===== src/rtl/mousetrap_sync_src.sv =====
// mousetrap_sync_src
//   Clocked source for a two-phase MOUSETRAP pipeline. Each word accepted from
//   a valid/ready stream is registered onto data_out. After REQ_DELAY extra
//   cycles of bundling margin, req_out toggles once. The block then waits for
//   the matching ack_in transition, which arrives through a SYNC_STAGES-deep
//   synchronizer.
//
//   Optional build macro: MOUSETRAP_SRC_SKID_EN adds a one-entry holding
//   register. With it, a word can be accepted while another is in flight.
//
// Parameters
//   WIDTH        data width (must match the first pipeline stage)
//   REQ_DELAY    extra cycles data_out is stable before req_out toggles (0..15)
//   SYNC_STAGES  flops in the ack_in synchronizer (>= 2)
//
// Ports
//   clk        single clock
//   rst        synchronous reset, active-high
//   in_valid   upstream word available
//   in_ready   word accepted on this edge when in_valid is also high
//   in_data    upstream word
//   req_out    two-phase request, one toggle per word
//   data_out   bundled data, registered
//   ack_in     two-phase acknowledge from the pipeline (asynchronous)
//   busy       a word is in flight
//   proto_err  sticky; the acknowledge toggled while none was expected
module mousetrap_sync_src #(
    parameter int unsigned WIDTH       = 8,
    parameter int unsigned REQ_DELAY   = 1,
    parameter int unsigned SYNC_STAGES = 2
) (
    input  logic             clk,
    input  logic             rst,
    input  logic             in_valid,
    output logic             in_ready,
    input  logic [WIDTH-1:0] in_data,
    output logic             req_out,
    output logic [WIDTH-1:0] data_out,
    input  logic             ack_in,
    output logic             busy,
    output logic             proto_err
);

    typedef enum logic [1:0] {
        IDLE     = 2'd0,
        SETUP    = 2'd1,
        WAIT_ACK = 2'd2
    } state_t;

    localparam logic [3:0] DELAY_LOAD = 4'(REQ_DELAY);

    state_t                 state, state_nxt;
    logic [3:0]             cnt, cnt_nxt;
    logic [WIDTH-1:0]       data_nxt;
    logic                   req_nxt;
    logic [SYNC_STAGES-1:0] sync;
    logic                   ack_s, ack_s_nxt;
    logic                   accept, ack_done, ack_chg, err_pend;

    // ack_s is the synchronizer output. ack_s_nxt is the value ack_s takes on
    // the coming edge. Completion is decided from ack_s_nxt, so the FSM
    // leaves WAIT_ACK on the same edge the acknowledge lands in ack_s.
    assign ack_s     = sync[SYNC_STAGES-1];
    assign ack_s_nxt = sync[SYNC_STAGES-2];
    assign accept    = in_valid && in_ready;
    assign ack_done  = (state == WAIT_ACK) && (ack_s_nxt == req_out);
    // The state is sampled on the edge where ack_s changes. The sticky flag
    // is raised one edge later through err_pend.
    assign ack_chg   = (ack_s_nxt != ack_s) && (state != WAIT_ACK);
    assign busy      = (state != IDLE);

`ifdef MOUSETRAP_SRC_SKID_EN
    logic             skid_full, skid_full_nxt;
    logic [WIDTH-1:0] skid_data, skid_data_nxt;

    assign in_ready = !skid_full && !rst;
`else
    assign in_ready = (state == IDLE) && !rst;
`endif

    always_comb begin
        state_nxt = state;
        cnt_nxt   = cnt;
        data_nxt  = data_out;
        req_nxt   = req_out;
`ifdef MOUSETRAP_SRC_SKID_EN
        skid_full_nxt = skid_full;
        skid_data_nxt = skid_data;
        // Outside IDLE, an accepted word is parked in the skid. If the
        // handshake also completes on this edge, the WAIT_ACK branch below
        // routes the word straight to data_out instead.
        if (accept && (state != IDLE)) begin
            skid_full_nxt = 1'b1;
            skid_data_nxt = in_data;
        end
`endif
        case (state)
            IDLE: begin
                if (accept) begin
                    data_nxt  = in_data;
                    cnt_nxt   = DELAY_LOAD;
                    state_nxt = SETUP;
                end
            end
            SETUP: begin
                if (cnt == 4'd0) begin
                    req_nxt   = ~req_out;
                    state_nxt = WAIT_ACK;
                end else begin
                    cnt_nxt = cnt - 4'd1;
                end
            end
            WAIT_ACK: begin
                if (ack_done) begin
`ifdef MOUSETRAP_SRC_SKID_EN
                    // Chain into the next word without passing through IDLE.
                    // The FSM never rests in IDLE with the skid full.
                    if (skid_full) begin
                        data_nxt      = skid_data;
                        skid_full_nxt = 1'b0;
                        cnt_nxt       = DELAY_LOAD;
                        state_nxt     = SETUP;
                    end else if (accept) begin
                        data_nxt      = in_data;
                        skid_full_nxt = 1'b0;
                        cnt_nxt       = DELAY_LOAD;
                        state_nxt     = SETUP;
                    end else begin
                        state_nxt = IDLE;
                    end
`else
                    state_nxt = IDLE;
`endif
                end
            end
            default: state_nxt = IDLE;
        endcase
    end

    always_ff @(posedge clk) begin
        if (rst) begin
            state     <= IDLE;
            cnt       <= '0;
            data_out  <= '0;
            req_out   <= 1'b0;
            sync      <= '0;
            err_pend  <= 1'b0;
            proto_err <= 1'b0;
`ifdef MOUSETRAP_SRC_SKID_EN
            skid_full <= 1'b0;
            skid_data <= '0;
`endif
        end else begin
            state     <= state_nxt;
            cnt       <= cnt_nxt;
            data_out  <= data_nxt;
            req_out   <= req_nxt;
            sync      <= {sync[SYNC_STAGES-2:0], ack_in};
            err_pend  <= ack_chg;
            proto_err <= proto_err | err_pend;
`ifdef MOUSETRAP_SRC_SKID_EN
            skid_full <= skid_full_nxt;
            skid_data <= skid_data_nxt;
`endif
        end
    end

endmodule


===== config.mk =====
export PLATFORM = sky130hd
export DESIGN_NAME = mousetrap_sync_src
export DESIGN_NICKNAME = d
export VERILOG_FILES = /design/src/rtl/mousetrap_sync_src.sv
export SDC_FILE = /design/constraint.sdc
export NUM_CORES = 1
export LEC_CHECK = 0
export ABC_AREA = 1
export CAP_MARGIN = 40
export CORE_ASPECT_RATIO = 0.7
export CORE_UTILIZATION = 38
export DETAILED_ROUTE_END_ITERATION = 10
export HOLD_SLACK_MARGIN = 0.08
export PLACE_DENSITY_LB_ADDON = 0.3
export SLEW_MARGIN = 20
export SYNTH_ARGS = -nofsm -noshare
export SYNTH_HDL_FRONTEND = slang
export SYNTH_SLANG_ARGS = --single-unit

===== constraint.sdc =====
create_clock -name clk -period 1.55 [get_ports clk]
set_input_delay 0.465 -clock clk [delete_from_list [all_inputs] [get_ports clk]]
set_output_delay 0.465 -clock clk [all_outputs]
set_load 0.01 [all_outputs]

# After elaboration in Yosys (flattened, before gate mapping)
# Cells that the tools add are included.
[op_classes] eq_ne=9 reduce_logical=13 mux=7 n_bitwise=2 add_sub_neg=1
[op_table] operator="!= test 2 bit, second input constant" count=5
[op_table] operator="two-way mux 4 bit" count=2
[op_table] operator="one-hot mux 4 bit (2 select lines)" count=1
[op_table] operator="two-way mux 2 bit" count=3
[op_table] operator="one-hot mux 2 bit (3 select lines)" count=1
[op_table] operator="AND reduction 3 bit" count=2
[op_table] operator="logical AND 1 bit" count=4
[op_table] operator="logical NOT 4 bit" count=1
[op_table] operator="AND reduction 2 bit" count=2
[op_table] operator="nonzero test 2 bit" count=2
[op_table] operator="subtractor 4 x 1 -> 4 bit, second input constant" count=1
[op_table] operator="equality test 2 x 1 -> 1 bit, second input constant" count=1
[op_table] operator="equality test 2 bit, second input constant" count=1
[op_table] operator="logical NOT 2 bit" count=1
[op_table] operator="equality test 1 bit" count=1
[op_table] operator="logical NOT 1 bit" count=1
[op_table] operator="!= test 1 bit" count=1
[op_table] operator="NOT 1 bit" count=1
[op_table] operator="bitwise OR 1 bit" count=1
[totals] output_inout_bits=12 inputBits=12 wordCells=39 reg_bits=19

# Logic depth before layout (Yosys ltp)
# Gate-level depths: netlist of run 1.
[logic_depth] word_depth=5 mapped_depth=8 mapped_depth_nobuf=8

# Least setup slack after synthesis of run 1
# No wires, ideal clock.
[synth_timing] kind="flip-flop to output port" startpoint="reg state[1]" endpoint="out in_ready" stages_incl_launch_ff=4 n_path_buf=0 t_required_ns=1.085 arrival_ns=0.787 setup_slack_ns=0.298 path_cell_list="dfxtp_1 > nor2_1 > inv_1 > nor2_4"
[synth_between] elab_chain_len=2
[synth_rtl] element="from (decl)" line_no="52" rtl="state_t state, state_nxt;"
[synth_rtl] element="from (signal assigned)" line_no="154" rtl="state <= state_nxt;"
[synth_rtl] element="logical NOT 2 bit" line_no="78" rtl="assign in_ready = (state == IDLE) && !rst;"
[synth_rtl] element="logical AND 1 bit" line_no="78"
[synth_rtl] element="to (decl)" line_no="35" rtl="output logic in_ready,"
# No other way between the ends.

# Worst setup path in the final report of run 1
[layout_timing] startpoint="reg state[1]" endpoint="out busy"
[layout_between] elab_chain_len=1
[layout_rtl] element="nonzero test 2 bit" line_no="70" rtl="assign busy = (state != IDLE);"
[layout_rtl] element="to (decl)" line_no="40" rtl="output logic busy,"
# No other way between the ends.

==> flow_summary.toml, run 1 <==
[power]
power_density_nw_per_um2 = 879
p_leak_uw = 0.000620
vdd_drop_max_v = 0.000563

[critical_path]
rr_worst_depth = 10
crit_path_end_kind = "primary output"
worst-path-max-fanout = 2
timing.critical_path.arrival_ps = 1080
path_common_cell = "buf_6"
startpoint = "state[1]$_SDFFE_PP0P_"
cp_slowest_cell = "dfxtp_2"
critical_path.max_stage_delay_ps = 360
worstReg2RegStart = "state[1]$_SDFFE_PP0P_"
cp_cell_sequence = "nor2_4 -> inv_2 -> buf_6 -> buf_6"
critPathLaunchType = "flip-flop"
crit_required_ps = 1080
path_class = "flip-flop to primary output"

[run]
cap_violations = 0

[global_route]
grt_usage_pct = 16.5
grt-ovfl-total = 0
top_usage_layer = "met2"
grt.met2_usage_pct = 26.4
met3_usage_pct = 7.17
global_route.usage.met1_pct = 19.8
grt_pass1_wl_um = 3020
antenna_found_initial = 0
grt_pass1_vias = 749
grt_max_degree = 12

[yosys]
async_flop_share_pct = 0
synthFlopType = "dfxtp_1"
avgSynthCellArea_sq_um = 7.44
ys_types = 16
yosysWarnings = 0
ys_seq_area_share_pct = 44.8
ys_seq_elements = 19
synth_edf_count = 0
syn_area_sq_um = 848
postSynthCellCount = 114
synth_nets = 128

[floorplan]
ios = 24
start_util_pct = 43.1
rows = 13
die_area_sq_um = 2430
die_h_um = 41.5
fp.dieW_um = 58.5
core_area_sq_um = 1970

[finish]
drive_gt1_share_pct = 21.1
final_cells = 182
layout_commonest_cell = "nand2_1"
finalNetCount = 167
syn_to_final_growth_pct = 45.4
n_antenna_cell = 0
layout_common_cells = "23 x nand2_1, 22 x nand3_1, 17 x dfxtp_1, 16 x nor2_1"

[clock_tree]
cts_htree_levels = 1
clk-insertion-delay-late_ps = 310
cts_hold_buf = 0
cts_buffer_depth = 2
cts_sinks = 19
path_clk_slew_ps = 120
cts_inserted_buffers = 3
cts_root_buf = "clkbuf_4"
cts_tree = "done"

[sta]
report.final.hold_viol_count = 0
final-setup-viol-count = 0
fin_setup_tns_ps = 0
slew_viol_final = 0
fin_skew_ps = 18.5
clock.fmax_mhz = 648
tightest_slew_ps = 156
period_minus_slack_ps = 1540
period_share_pct = 99.6
slew_headroom_pct = 89.5
rsz0062_at_grt = "true"

[detailed_routing]
drt_pre_antenna_iters = 4
finalWirelength_um = 1950
drcViolationCount = 0
ant_nets = 0
vias_per_cell = 4.60
num_vias = 837
dr.first_iter.drc_count = 17
wl_per_cell_um = 10.7

[place]
dp_hpwl_um = 1430
dp_cells = 174
gp_congestion = 0.745
io_buffers = 23

[hold_path]
min_path_cells = 2
holdCritStartpoint = "proto_err$_SDFF_PP0_"
worstHoldPathType = "flip-flop to flip-flop"

[outcome]
status = "complete, no violations"
metal layers:
| layer | wire (um) | share of wire [%] |
|---|---|---|
| met1 | 897 | 46 |
| met2 | 932 | 48 |
| met3 | 100 | 5.1 |
| met4 | 20 | 1.0 |
| met5 | 0 | 0 |
Yosys cell counts, types with 2 or more instances:
| master | instances | area (sq um) |
|---|---|---|
| nand2_1 | 24 | 90.1 |
| nand3_1 | 22 | 110 |
| dfxtp_1 | 19 | 380 |
| nor2_1 | 17 | 63.8 |
| inv_1 | 14 | 52.6 |
| a21oi_1 | 3 | 15.0 |
| buf_6 | 3 | 33.8 |
| ha_1 | 2 | 25.0 |
| nand3_2 | 2 | 20.0 |
| nor2_4 | 2 | 22.5 |
final timing paths:
path | slack, ps | endpoint
setup / recovery | 7 | busy
hold / removal | 470 | proto_err$_SDFF_PP0_
setup reg to reg | 70 | data_out[4]$_SDFFE_PP0P_
hold reg to reg | 470 | proto_err$_SDFF_PP0_
state kept, by name (all words and copies together), names as in the netlist:
register	count
cnt	4
err_pend	1
sync	2
req_out	1
data_out	8
state	2
proto_err	1
where the power goes:
part           internal (uW)  switching (uW)  total [uW]  leakage [uW]
Combinational            144             140         284      0.000445
Sequential               526            21.2         548      0.000157
Clock                   96.4             155         252     0.0000177
worst max-delay path: cells and delay by family (launching register included):
family        cells  cell delay, ps
flops             1             360
buf+inv           3             280
simple gates      1             130
repair_timing:
item / in CTS / in global routing
cloned: 0 / 0
endpoints found under the setup margin: 12 / 11
hold endpoints to repair: 0 / 0
pin swaps: 1 / 2
resized for setup: 23 / 7
buffers inserted: 4 / 0
final cells by class:
cell class / count / area, sq um
clock buffer: 3 / 22.5
sequential: 19 / 383
fill: 177 / 734
timing repair buffer: 38 / 339
multi-input combinational: 76 / 390
tap: 30 / 37.5
clock inverter: 1 / 5.00
inverter: 15 / 56.3
cells by family (layout without fill, tap and decap cells):
| kind of cell | after synthesis | in the layout | share of synthesized area [%] |
|---|---|---|---|
| AOI/OAI and AO/OA | 3 | 3 | 1.77 |
| xor gates and xnor gates | 1 | 1 | 1.03 |
| adders and majority gates | 2 | 2 | 2.95 |
| buffers and inverters | 19 | 57 | 11.2 |
| DFF | 19 | 19 | 44.8 |
| and+or+nand+nor | 70 | 70 | 38.2 |
per-stage QoR:
step | hold slack [ps] | area [sq um] | setup WS (ps) | util (%) | total power [uW]
floorplan | 416 | 848 | 298 | - | 701
global placement | 420 | 1160 | -528 | 58.9 | 820
detailed placement | 436 | 1160 | -536 | 58.9 | 828
CTS | 471 | 1200 | 13.7 | 61.2 | 1070
global route | 492 | 1230 | -59.4 | 62.7 | 1150
finish | 469 | 1230 | 6.68 | 62.7 | 1080
(Power assumes the default switching activity.)
==> run 2: changes to the inputs <==
--- a/config.mk
+++ b/config.mk
@@ -8,5 +8,5 @@
 export ABC_AREA = 1
 export CAP_MARGIN = 40
-export CORE_ASPECT_RATIO = 0.7
+export CORE_ASPECT_RATIO = 0.75
 export CORE_UTILIZATION = 38
 export DETAILED_ROUTE_END_ITERATION = 10
==> constraint.sdc (replaced) <==
create_clock -name clk -period 1.3 [get_ports clk]
set_input_delay 0.39 -clock clk [delete_from_list [all_inputs] [get_ports clk]]
set_output_delay 0.39 -clock clk [all_outputs]
set_load 0.05 [all_outputs]
==> run 2 against run 1 <==
Effect of this change:
- power up 36%
- count of clock-buffer cells in the layout increased by 1
- register-to-register slack lost 30 ps
- largest power group unchanged
- the run now ends with setup timing left
- non-clock buffer count down 3
- utilization increased by 2.3 points
- clock skew decreased by 12 ps
- via count is 0.36% higher
- critical path depth unchanged
- combinational power grew 77%
- clock power rose by 20%
- sequential cell count unchanged
- die area hardly changed
==> flow_summary.toml, run 2 (synthesized netlist as in run 1, its figures left out) <==
[clock_tree]
cts_hold_buf = 0
cts_sinks = 19
path_clk_slew_ps = 110
cts_inserted_buffers = 3
cts_buffer_depth = 2
clk-insertion-delay-late_ps = 300
cts_tree = "done"
cts_root_buf = "clkbuf_4"
cts_htree_levels = 1

[critical_path]
path_common_cell = "nor2_4"
critPathTopFamily = "flip-flops"
r2r-end = "data_out[7]$_SDFFE_PP0P_"
path_class = "flip-flop to primary output"
cp_slowest_cell = "dfxtp_2"
path_buf_inv = 2
rr_worst_depth = 8
timing.critical_path.arrival_ps = 1160
crit_required_ps = 910
worstReg2RegStart = "state[0]$_SDFFE_PP0P_"
worst-path-max-fanout = 3
critical_path.max_stage_delay_ps = 370
critPathLaunchType = "flip-flop"
crit_path_end_kind = "primary output"
reg2reg_slack_ps = 40
cp_cell_sequence = "nor2_4 -> inv_4 -> nor2_4 -> buf_12"

[hold_path]
holdCritStartpoint = "err_pend$_SDFF_PP0_"
min_to = "proto_err$_SDFF_PP0_"
worstHoldPathType = "flip-flop to flip-flop"
min_path_cells = 2

[sta]
report.final.hold_viol_count = 0
clock.fmax_mhz = 646
tightest_slew_ps = 198
fin_skew_ps = 6.74
fin_ws_ps = -248
rsz0062_at_grt = "true"
slew_headroom_pct = 86.8
period_minus_slack_ps = 1550
final-setup-viol-count = 2
fin_setup_tns_ps = -356
slew_viol_final = 0
period_share_pct = 119

[global_route]
grt_usage_pct = 18.2
grt-ovfl-total = 0
grt_max_degree = 12
grt_pass1_wl_um = 3420
grt_pass1_vias = 765
antenna_found_initial = 0

[finish]
largest_reg_flops = 8
nFillCells = 182
multi_input_area_sq_um = 390
syn_to_final_growth_pct = 57.1
top_regs = "data_out: 8 flops, cnt: 4 flops"
final_core_util_pct = 65.0
finalNetCount = 164
layout_commonest_cell = "nand2_1"
layout_common_cells = "23 x nand2_1, 22 x nand3_1, 16 x nor2_1, 15 x dfxtp_1"
top_register = "data_out"
regArea_sq_um = 388
n_antenna_cell = 0
final_cells = 173
drive_gt1_share_pct = 28.2

[power]
internal-power_uw = 988
power_density_nw_per_um2 = 1110
netSwitchingPower_uw = 490
seq_power_share_pct = 45.4
clockPowerShare_pct = 20.5
p_leak_uw = 0.000618
power_switching_share_pct = 33.2
vdd_drop_max_v = 0.000761
pwr-share-comb_pct = 34.1

[floorplan]
rows = 14
fp.dieW_um = 56.6
die_area_sq_um = 2430
start_util_pct = 41.4
ios = 24
core_area_sq_um = 2050
die_h_um = 42.9

[detailed_routing]
dr.first_iter.drc_count = 10
ant_nets = 0
drcViolationCount = 0
vias_per_cell = 4.86
wl_per_cell_um = 11.6
num_vias = 840
finalWirelength_um = 2010
drt_pre_antenna_iters = 4

[place]
dp_cells = 165
gp_congestion = 0.813
dp_hpwl_um = 1530
io_buffers = 23
post-place-ws_ps = -282

[outcome]
status = "complete, but fails checks"
violations = "setup timing"

[run]
cap_violations = 0
## run 2: cell types whose count changed in the layout (fill, tap and decap cells not counted), sizes merged
cell         previous run  this run
dlygate4sd2            11         1
buf                    17        24
clkbuf                  3         4
clkinv                  1         0
## run 2: worst max path at each step
stage               cells past startpoint                  start                   to  slack, ps
floorplan                               3  state[0]$_SDFFE_PP0P_             in_ready        -20
global placement                        3                    rst             in_ready       -270
detailed placement                      7                    rst  cnt[1]$_SDFFE_PP0P_       -280
CTS                                     4  state[1]$_SDFFE_PP0P_             in_ready       -230
global route                            4  state[0]$_SDFFE_PP0P_             in_ready       -290
finish                                  4  state[0]$_SDFFE_PP0P_             in_ready       -250
## run 2: metrics by stage
step / power, uW / instance area, sq um / hold slack [ps]
2_1_floorplan: 938 / 861 / 416
3_3_place_gp: 1150 / 1260 / 423
3_5_place_dp: 1170 / 1260 / 430
4_1_cts: 1480 / 1310 / 460
5_1_grt: 1550 / 1330 / 512
6_report: 1480 / 1330 / 444
## run 2: per-layer routing
metal / GRT usage, % / vias up / share of wire, %
li1: - / 427 / -
met4: 1.46 / 0 / 0
met1: 22.0 / 395 / 44
met3: 7.32 / 0 / 5.0
met2: 31.8 / 18 / 51
met5: 0 / - / 0
## run 2: worst register-to-register path: cells and delay by family (launching register included)
| family | cells | cell delay (ps) |
|---|---|---|
| buffers and inverters | 4 | 410 |
| AND/OR/NAND/NOR | 4 | 420 |
| flip-flops | 1 | 370 |
## run 2: area by class of cell
| cell class | instances | share of cell area (%) |
|---|---|---|
| Timing Repair Buffer | 35 | 33.0 |
| Multi-Input combinational cell | 76 | 29.3 |
| Sequential cell | 19 | 29.1 |
| Inverter | 15 | 4.41 |
| Tap cell | 24 | 2.25 |
| Clock buffer | 4 | 1.97 |
## run 2: timing repair
action,4_1_cts,5_1_grt
setup endpoints to repair,3,6
setup buffers,2,2
hold endpoints to repair,0,0
pin swaps,2,2
gates resized for setup,3,5
## run 2: power groups by stage
stage | sequential [uW] | combinational [uW] | clock, uW
3_5_place_dp | 683 | 484 | 0
4_1_cts | 670 | 494 | 312
3_3_place_gp | 680 | 474 | 0
6_report | 671 | 504 | 303
5_1_grt | 676 | 543 | 333
2_1_floorplan | 753 | 185 | 0
